**src/rtl/cook_sequencer.sv**
```systemverilog
// Microwave cooking-session sequencer: programmed-time countdown on a 1 Hz tick,
// button/door handling, power-duty gating of the magnetron and end-of-cook beep.
module cook_sequencer #(
    parameter int TIME_W      = 13,
    parameter int MAX_SECS    = 5999,
    parameter int DUTY_PERIOD = 10,
    parameter int BEEP_TICKS  = 3
) (
    input  logic              clk,
    input  logic              resetn,
    input  logic              tick,
    input  logic              startn,
    input  logic              stopn,
    input  logic              clearn,
    input  logic              door_closed,
    input  logic              load,
    input  logic [TIME_W-1:0] time_in,
    input  logic [3:0]        power,
    output logic              timer_done,
    output logic              mag_enable,
    output logic [TIME_W-1:0] remaining,
    output logic [2:0]        state,
    output logic              beep
);
    localparam int PHASE_W = ($clog2(DUTY_PERIOD) > 4) ? $clog2(DUTY_PERIOD) : 4;
    localparam int BCNT_W  = $clog2(BEEP_TICKS + 1);

    typedef enum logic [2:0] {
        S_IDLE  = 3'd0,
        S_READY = 3'd1,
        S_COOK  = 3'd2,
        S_PAUSE = 3'd3,
        S_DONE  = 3'd4
    } state_t;

    state_t              state_q, state_d;
    logic [TIME_W-1:0]   remaining_q, remaining_d;
    logic [PHASE_W-1:0]  phase_q, phase_d;
    logic [3:0]          power_q, power_d;
    logic [BCNT_W-1:0]   beep_cnt_q, beep_cnt_d;
    logic                startn_q, stopn_q, clearn_q;
    logic                start_press, stop_press, clear_press, any_press;

    function automatic logic [TIME_W-1:0] sat_time(input logic [TIME_W-1:0] t);
        return (t > TIME_W'(MAX_SECS)) ? TIME_W'(MAX_SECS) : t;
    endfunction

    function automatic logic [3:0] clamp_power(input logic [3:0] p);
        return (p == 4'd0 || p > 4'd10) ? 4'd10 : p;
    endfunction

    // A press is the falling edge of the button level, so a held button fires once.
    assign start_press = startn_q & ~startn;
    assign stop_press  = stopn_q  & ~stopn;
    assign clear_press = clearn_q & ~clearn;
    assign any_press   = start_press | stop_press | clear_press;

    always_ff @(posedge clk) begin
        if (!resetn) begin
            state_q     <= S_IDLE;
            remaining_q <= '0;
            phase_q     <= '0;
            power_q     <= 4'd10;
            beep_cnt_q  <= '0;
            startn_q    <= 1'b1;
            stopn_q     <= 1'b1;
            clearn_q    <= 1'b1;
        end else begin
            state_q     <= state_d;
            remaining_q <= remaining_d;
            phase_q     <= phase_d;
            power_q     <= power_d;
            beep_cnt_q  <= beep_cnt_d;
            startn_q    <= startn;
            stopn_q     <= stopn;
            clearn_q    <= clearn;
        end
    end

    always_comb begin
        state_d     = state_q;
        remaining_d = remaining_q;
        phase_d     = phase_q;
        power_d     = power_q;
        beep_cnt_d  = beep_cnt_q;
        case (state_q)
            S_IDLE: begin
                if (load && time_in != '0) begin
                    state_d     = S_READY;
                    remaining_d = sat_time(time_in);
                end
            end
            S_READY: begin
                if (clear_press) begin
                    state_d     = S_IDLE;
                    remaining_d = '0;
                end else if (load) begin
                    if (time_in == '0) begin
                        state_d     = S_IDLE;
                        remaining_d = '0;
                    end else begin
                        remaining_d = sat_time(time_in);
                    end
                end else if (start_press && !stop_press && door_closed) begin
                    state_d = S_COOK;
                    phase_d = '0;
                    power_d = clamp_power(power);
                end
            end
            S_COOK: begin
                // Door-open and stop outrank the tick, so a coincident tick is dropped.
                if (clear_press) begin
                    state_d     = S_IDLE;
                    remaining_d = '0;
                end else if (!door_closed || stop_press) begin
                    state_d = S_PAUSE;
                end else if (tick && remaining_q != '0) begin
                    remaining_d = remaining_q - TIME_W'(1);
                    phase_d     = (phase_q == PHASE_W'(DUTY_PERIOD - 1)) ? '0 : phase_q + PHASE_W'(1);
                    if (remaining_q == TIME_W'(1)) begin
                        state_d    = S_DONE;
                        beep_cnt_d = '0;
                    end
                end
            end
            S_PAUSE: begin
                if (clear_press || stop_press) begin
                    state_d     = S_IDLE;
                    remaining_d = '0;
                end else if (start_press && door_closed) begin
                    state_d = S_COOK;
                end
            end
            S_DONE: begin
                if (any_press || !door_closed) begin
                    state_d = S_IDLE;
                end else if (tick) begin
                    if (beep_cnt_q == BCNT_W'(BEEP_TICKS - 1)) begin
                        state_d = S_IDLE;
                    end else begin
                        beep_cnt_d = beep_cnt_q + BCNT_W'(1);
                    end
                end
            end
            default: begin
                state_d     = S_IDLE;
                remaining_d = '0;
            end
        endcase
    end

    // Outputs decode registers only; no input reaches an output combinationally.
    always_comb begin
        state      = state_q;
        remaining  = remaining_q;
        timer_done = (remaining_q == '0);
        mag_enable = (state_q == S_COOK) && (phase_q < PHASE_W'(power_q));
        beep       = (state_q == S_DONE);
    end
endmodule

```
**config.mk**
```make
export PLATFORM = sky130hd
export DESIGN_NAME = cook_sequencer
export DESIGN_NICKNAME = d
export VERILOG_FILES = /design/src/rtl/cook_sequencer.sv
export SDC_FILE = /design/constraint.sdc
export NUM_CORES = 1
export LEC_CHECK = 0
export CAP_MARGIN = 20
export CORE_MARGIN = 1.5
export CORE_UTILIZATION = 55
export CTS_CLUSTER_SIZE = 40
export DETAILED_ROUTE_END_ITERATION = 12
export DONT_BUFFER_PORTS = 1
export MAX_ROUTING_LAYER = met4
export PLACE_DENSITY = 0.77
export SKIP_CTS_REPAIR_TIMING = 1
export SLEW_MARGIN = 20
export SYNTH_ARGS = -nofsm -noshare
export SYNTH_HDL_FRONTEND = slang
export SYNTH_SLANG_ARGS = --single-unit
```
**constraint.sdc**
```tcl
create_clock -name clk -period 2.66 [get_ports clk]
set_clock_uncertainty 0.05 [all_clocks]
set_input_delay 0.399 -clock clk [delete_from_list [all_inputs] [get_ports clk]]
set_output_delay 0.399 -clock clk [all_outputs]
set_load 0.005 [all_outputs]
```
---- Word-level counts from Yosys, hierarchy flattened ----
Cells that the tools add are included.
cells by class
  bitwise logic cells ..................... 11
  add/subtract/negate cells ............... 3
  $lt $le $gt $ge ......................... 3
  muxes and demuxes ....................... 42
  equality and inequality tests ........... 29
  reduce and logical (&&, ||, !) cells .... 25
operators by type and width
  cell                   count
  $mux 13                9
  $pmux 13 s5            1
  $mux 3                 14
  $mux 4                 8
  $logic_not 13->1       2
  $reduce_bool 13->1     2
  $ne 2x2->1 const B     12
  $ne 4x4->1 const B     4
  $reduce_and 8->1       2
  $pmux 3 s5             1
  $mux 2                 7
  $eq 13x1->1 const B    1
  $gt 13x13->1 const B   1
  $sub 13x1->13 const B  1
  $ne 3x3->1 const B     4
  $pmux 4 s2             1
  $reduce_and 7->1       1
  $eq 3x2->1 const B     2
  $logic_and 1x1->1      6
  $not 1->1              6
  $reduce_and 6->1       1
  $add 4x1->4 const B    1
  $eq 4x4->1 const B     1
  $gt 4x4->1 const B     1
  16 further kinds       24
storage, ports and cells
  input bits .............................. 25
  bits in registers ....................... 29
  word-level logic and storage cells ...... 121

---- Depth between registers and ports, before layout ----
  depth in word-level cells ............... 9
  gate-level depth with buffers ........... 9

---- Least setup slack after synthesis ----
Ideal clock, no wire load.
  path kind ............................... reg-to-reg
  start ................................... reg remaining_q[8] (netlist: remaining[8])
  end ..................................... reg remaining_q[11] (netlist: remaining[11])
  setup time .............................. 0.117 ns
  clock period less this slack ............ 2.257 ns
  data required time ...................... 2.493 ns
  slack ................................... 0.403 ns
  stages on the path, launching flop included .. 9
  arrival time ............................ 2.090 ns
  path through ............................ dfxtp_1 -> or4_1 -> buf_2 -> o41a_1 -> nor2_1 -> nor4_1 -> and4_4 -> buf_6 -> a32o_1
on the way
  cells in the longest elaborated chain, start to end .. 5
RTL lines
  element                 line  RTL
  start, declared         37    logic [TIME_W-1:0] remaining_q, remaining_d;
  start signal, assigned  70    remaining_q <= remaining_d;
  $sub 13x1->13           118   remaining_d = remaining_q - TIME_W'(1);
  $mux 13                 117   end else if (tick && remaining_q != '0) begin
  $mux 13                 115   end else if (!door_closed || stop_press) begin
  $mux 13                 112   if (clear_press) begin
  $pmux 13 s5             86    case (state_q)
Parallel ways exist; a longest one is shown, timed or not. The select of a mux whose other input is x is not followed.
A chain may end at the register's enable or synchronous reset.

---- Worst setup path in the final report ----
  start ................................... reg state_q[0] (netlist: state[0])
  end ..................................... reg remaining_q[3] (netlist: remaining[3])
on the way
  cells in the longest elaborated chain, start to end .. 3
RTL lines
  element                                             line  RTL
  start, declared                                     36    state_t state_q, state_d;
  start signal, assigned                              69    state_q <= state_d;
  $eq 3x2->1, or another cell as far along            86
  $ne 3x3->1 (no line), or another cell as far along  -
  $reduce_and 6->1 (no line)                          -
Parallel ways exist; a longest one is shown, timed or not.

==> summary by stage <==
Yosys
A synthesized cell averages between 7 and 8 um^2. The flip-flop and latch count after synthesis is 29. Summing every instance area after synthesis gives 1910 um^2. For this run, the leading register cell type out of synthesis is sky130_fd_sc_hd__dfxtp_1. In the synthesized netlist the async set-or-reset flop fraction comes to 0%. In the post-synthesis netlist, the biggest area contributors are sky130_fd_sc_hd__dfxtp_1 (30%), sky130_fd_sc_hd__ha_1 (5.9%), sky130_fd_sc_hd__a32o_1 (5.8%). Of the post-synthesis cell area, the dominant cell type holds a little under a third. During synthesis, Yosys emitted a total of 0 warnings. By instance count, the leading cell after synthesis is sky130_fd_sc_hd__dfxtp_1. The number of distinct standard cells referenced by the synthesized netlist is 48. By count the netlist is led by sky130_fd_sc_hd__dfxtp_1 (29), sky130_fd_sc_hd__nand2_1 (25), sky130_fd_sc_hd__nor2_1 (22). The net count of the mapped netlist is around 280. Counting every instance in the synthesized netlist gives roughly 250. The number of synthesized flops with an enable pin is 0. The largest total area in the synthesized netlist belongs to sky130_fd_sc_hd__dfxtp_1. Sequential elements use between 30% and 40% of the synthesized area.

GRT
The total global routing overflow is 0. The number of antenna violations at the first check in global routing is 0. Global routing used 27.6% of the available tracks across all layers.

The number of global-route vias before repair is around 1700. The global-route wire length before repair is about 7.5 mm. Entering global routing, the biggest net connects 26 pins.

CTS
TritonCTS built the clock tree. The deepest level of the CTS H-tree is 2. The number of sinks driven by the clock tree is 29. For the worst-skew pair, the clock arrives at the later sink with an insertion delay of around 0.34 ns.

The CTS buffer count is 5. In this run the deepest clock path goes through 2 buffers. The clock-pin slew of the registers on the worst-case setup and hold paths is 0.10 ns. The cell chosen for the clock root is sky130_fd_sc_hd__clkbuf_4.

Layout
The post-layout instance area is between 2000 and 2500 um^2. The share of cells above drive strength 1 is 8.40%. The final standard cell count with taps included and fillers excluded is 296. For this run, the post-layout net count is roughly 280. The utilization after layout is between 60% and 70%. The fill cell total of the finished layout is 320. Summing all multi-input logic gate instances after layout gives 1230 um^2. The sequential standard cell area is just under 600 um^2. The repair_antennas step left the layout with diodes totalling 0. Relative to the synthesized area, the layout overhead comes to 6.94%.

Timing
Derived from the worst setup path, the maximum achievable clock frequency is around 410 MHz. The relative max-transition margin is 57.9%. The total setup violations reported at the end of the flow is 0. Adding up every negative setup slack in the final design gives 0 ns.

At the pin with the least slew margin, the transition time is 0.626 ns. The final number of hold-violating endpoints came to 0. Setup repair after global routing left no endpoint under its margin. The worst hold slack across all endpoints is between 0.08 and 0.09 ns. The total count of max-transition violations in the final report is 0.

Of the available clock period, the critical path in the final layout requires about nine tenths. The time the final worst path needs with I/O delays and setup is about 2.4 ns.

Hold path
The worst hold path belongs to the class in -> reg. The launch point of the worst hold path is resetn. The terminating pin of the worst hold path is stopn_q. The number of cells on the worst hold path is 1.

Placed design
The number of placed cells counting well taps is between 200 and 300. Summing all placed instances gives a cell area of just under 2000 um^2. The number of buffers added on ports is 0. The congestion estimate from routability-driven global placement came to between 0.9 and 1. The half-perimeter wire length after placement is about 3.6 mm.

Power and ir drop
The power density normalized to cell area is slightly above 1000 nW/um^2. The maximum resistive drop on vdd is 537 uV. The proportion of power drawn by flip-flops and latches is between 30% and 40%. The combinational power share is between 50% and 60%. The share of total power dissipated in the clock network is 15.2%. The switching portion of total power is between 40% and 50%. Internal power comes to roughly 1.1 mW. In this run the power spent charging and discharging nets is 0.944 mW. The static power due to leakage is 0.837 nW.

Drt
In the routed design, unresolved DRC markers number 0. In this run the remaining antenna-violating nets after routing total 0. After detailed routing, the number of vias per cell comes to 6.51. Summed over all layers, the routed wires come to just under 5 mm. The via count is 1926. The first-pass iteration count of the detailed router is 4. The first routing iteration left 164 violations. After detailed routing, the average wire length per cell comes to between 15 and 20 um.

Worst setup path
The element type at the critical path end is a register. The nature of the critical path startpoint is a register. The family with the most delay on the worst path is simple AND/OR/NAND/NOR gates. The startpoint identified for the worst register-to-register timing path is state[0]. The number of cells on the worst reg-to-reg path is 7. The data arrival time of the critical path is 2.63 ns.

The flop-to-flop setup slack is around 0.22 ns. The worst-path cell with the longest stage delay is sky130_fd_sc_hd__dfxtp_1. The largest incremental delay on the critical path is 0.49 ns. At the worst endpoint, the required time is between 2 and 3 ns.

The count of buffer and inverter cells on the critical path is 1. The capture instance of the worst register-to-register path is remaining[3]. The critical path goes through or3b_1 > nor2_1 > a211o_1 > nor4_1 > buf_4 > o21ai_0 > a32o_1. Along the worst path, the maximum fanout reaches 12. The critical path start-end classification is reg -> reg.

Outcome
The flow ran to the end, and the final reports show no timing, DRC or antenna violations.

Floorplan
The initial utilization of the core area, before any placement, comes to a little under three fifths. The die is approximately 62 um wide. The region available for standard cell placement spans 3340 um^2. The row count is 21. The die covers roughly 3800 um^2. The vertical die dimension is approximately 62 um. The total I/O pin count is between 40 and 50.

Flow run
The number of max-cap violations is 0.
cells in the final DEF, fill, tap and decap left out, types with 2 or more instances in the layout:
cell / count
sky130_fd_sc_hd__a211oi_1: 2
sky130_fd_sc_hd__a21o_1: 3
sky130_fd_sc_hd__a21oi_1: 11
sky130_fd_sc_hd__a22o_1: 2
sky130_fd_sc_hd__a31oi_1: 2
sky130_fd_sc_hd__a32o_1: 11
sky130_fd_sc_hd__a41o_1: 2
sky130_fd_sc_hd__buf_4: 7
sky130_fd_sc_hd__clkbuf_4: 5
sky130_fd_sc_hd__clkbuf_8: 2
sky130_fd_sc_hd__dfxtp_1: 29
sky130_fd_sc_hd__ha_1: 9
sky130_fd_sc_hd__inv_1: 15
sky130_fd_sc_hd__mux2i_1: 3
sky130_fd_sc_hd__nand2_1: 25
sky130_fd_sc_hd__nand2b_1: 7
sky130_fd_sc_hd__nand3_1: 6
sky130_fd_sc_hd__nand3b_1: 4
sky130_fd_sc_hd__nand4_1: 5
sky130_fd_sc_hd__nor2_1: 22
sky130_fd_sc_hd__nor2b_1: 4
sky130_fd_sc_hd__nor3_1: 9
sky130_fd_sc_hd__nor3b_1: 2
sky130_fd_sc_hd__nor4_1: 6
sky130_fd_sc_hd__o211ai_1: 2
sky130_fd_sc_hd__o21ai_0: 16
sky130_fd_sc_hd__o22ai_1: 6
sky130_fd_sc_hd__o32ai_1: 5
sky130_fd_sc_hd__o41ai_1: 2
sky130_fd_sc_hd__or3_1: 3
sky130_fd_sc_hd__or3b_2: 2
sky130_fd_sc_hd__or4_1: 4
kinds of logic after synthesis:
family                   count (synthesis)  synth area share (%)
multiplexers                             3                  1.57
AO/OA/AOI/OAI                           75                  28.4
AND/OR/NAND/NOR                        104                  28.3
buffers and inverters                   25                  5.43
flip-flops                              29                  30.4
adder cells (fa/ha/maj)                  9                  5.89
sequential cells by signal (all words and copies together), names as in the netlist:
name / count
startn_q: 1
phase_q: 4
beep_cnt_q: 2
state: 3
power_q: 4
remaining: 13
stopn_q: 1
clearn_q: 1
how the worst max path moves through the flow:
stage,slack (ns),endpoint,depth (start not counted),from
2_1_floorplan,0.40,remaining[11],8,remaining[8]
3_3_place_gp,0.38,phase_q[2],8,remaining[1]
3_5_place_dp,0.32,remaining[3],7,state[0]
4_1_cts,0.31,remaining[3],7,state[0]
5_1_grt,0.07,remaining[6],7,state[0]
6_report,0.22,remaining[3],7,state[0]
cell type report:
cell class	count	area share, %
Multi-Input combinational cell	191	60.0
Timing Repair Buffer	7	2.57
Sequential cell	29	28.4
Tap cell	46	2.82
Inverter	15	2.75
Clock inverter	1	0.245
Clock buffer	7	3.18
power by group through the flow:
stage / Clock (mW) / Combinational (mW) / Sequential (mW)
2_1_floorplan: 0 / 0.798 / 0.670
3_3_place_gp: 0 / 1.05 / 0.680
3_5_place_dp: 0 / 1.06 / 0.681
4_1_cts: 0.320 / 1.07 / 0.671
5_1_grt: 0.341 / 1.18 / 0.695
6_report: 0.315 / 1.08 / 0.677
through the flow:
step | total power [mW] | setup WS, ns
finish | 2.07 | 0.219
global route | 2.22 | 0.0657
CTS | 2.06 | 0.309
detailed placement | 1.74 | 0.318
global placement | 1.73 | 0.381
floorplan | 1.47 | 0.403
metal layers:
metal  GRT usage (%)  vias up  share of wire [%]
li1                -      937                  -
met1            34.5      886                 45
met2            42.6       96                 46
met3            6.63        7                7.8
met4            10.9        0                1.2
met5               -        -                  0
Power figures use the tool's default switching activity.
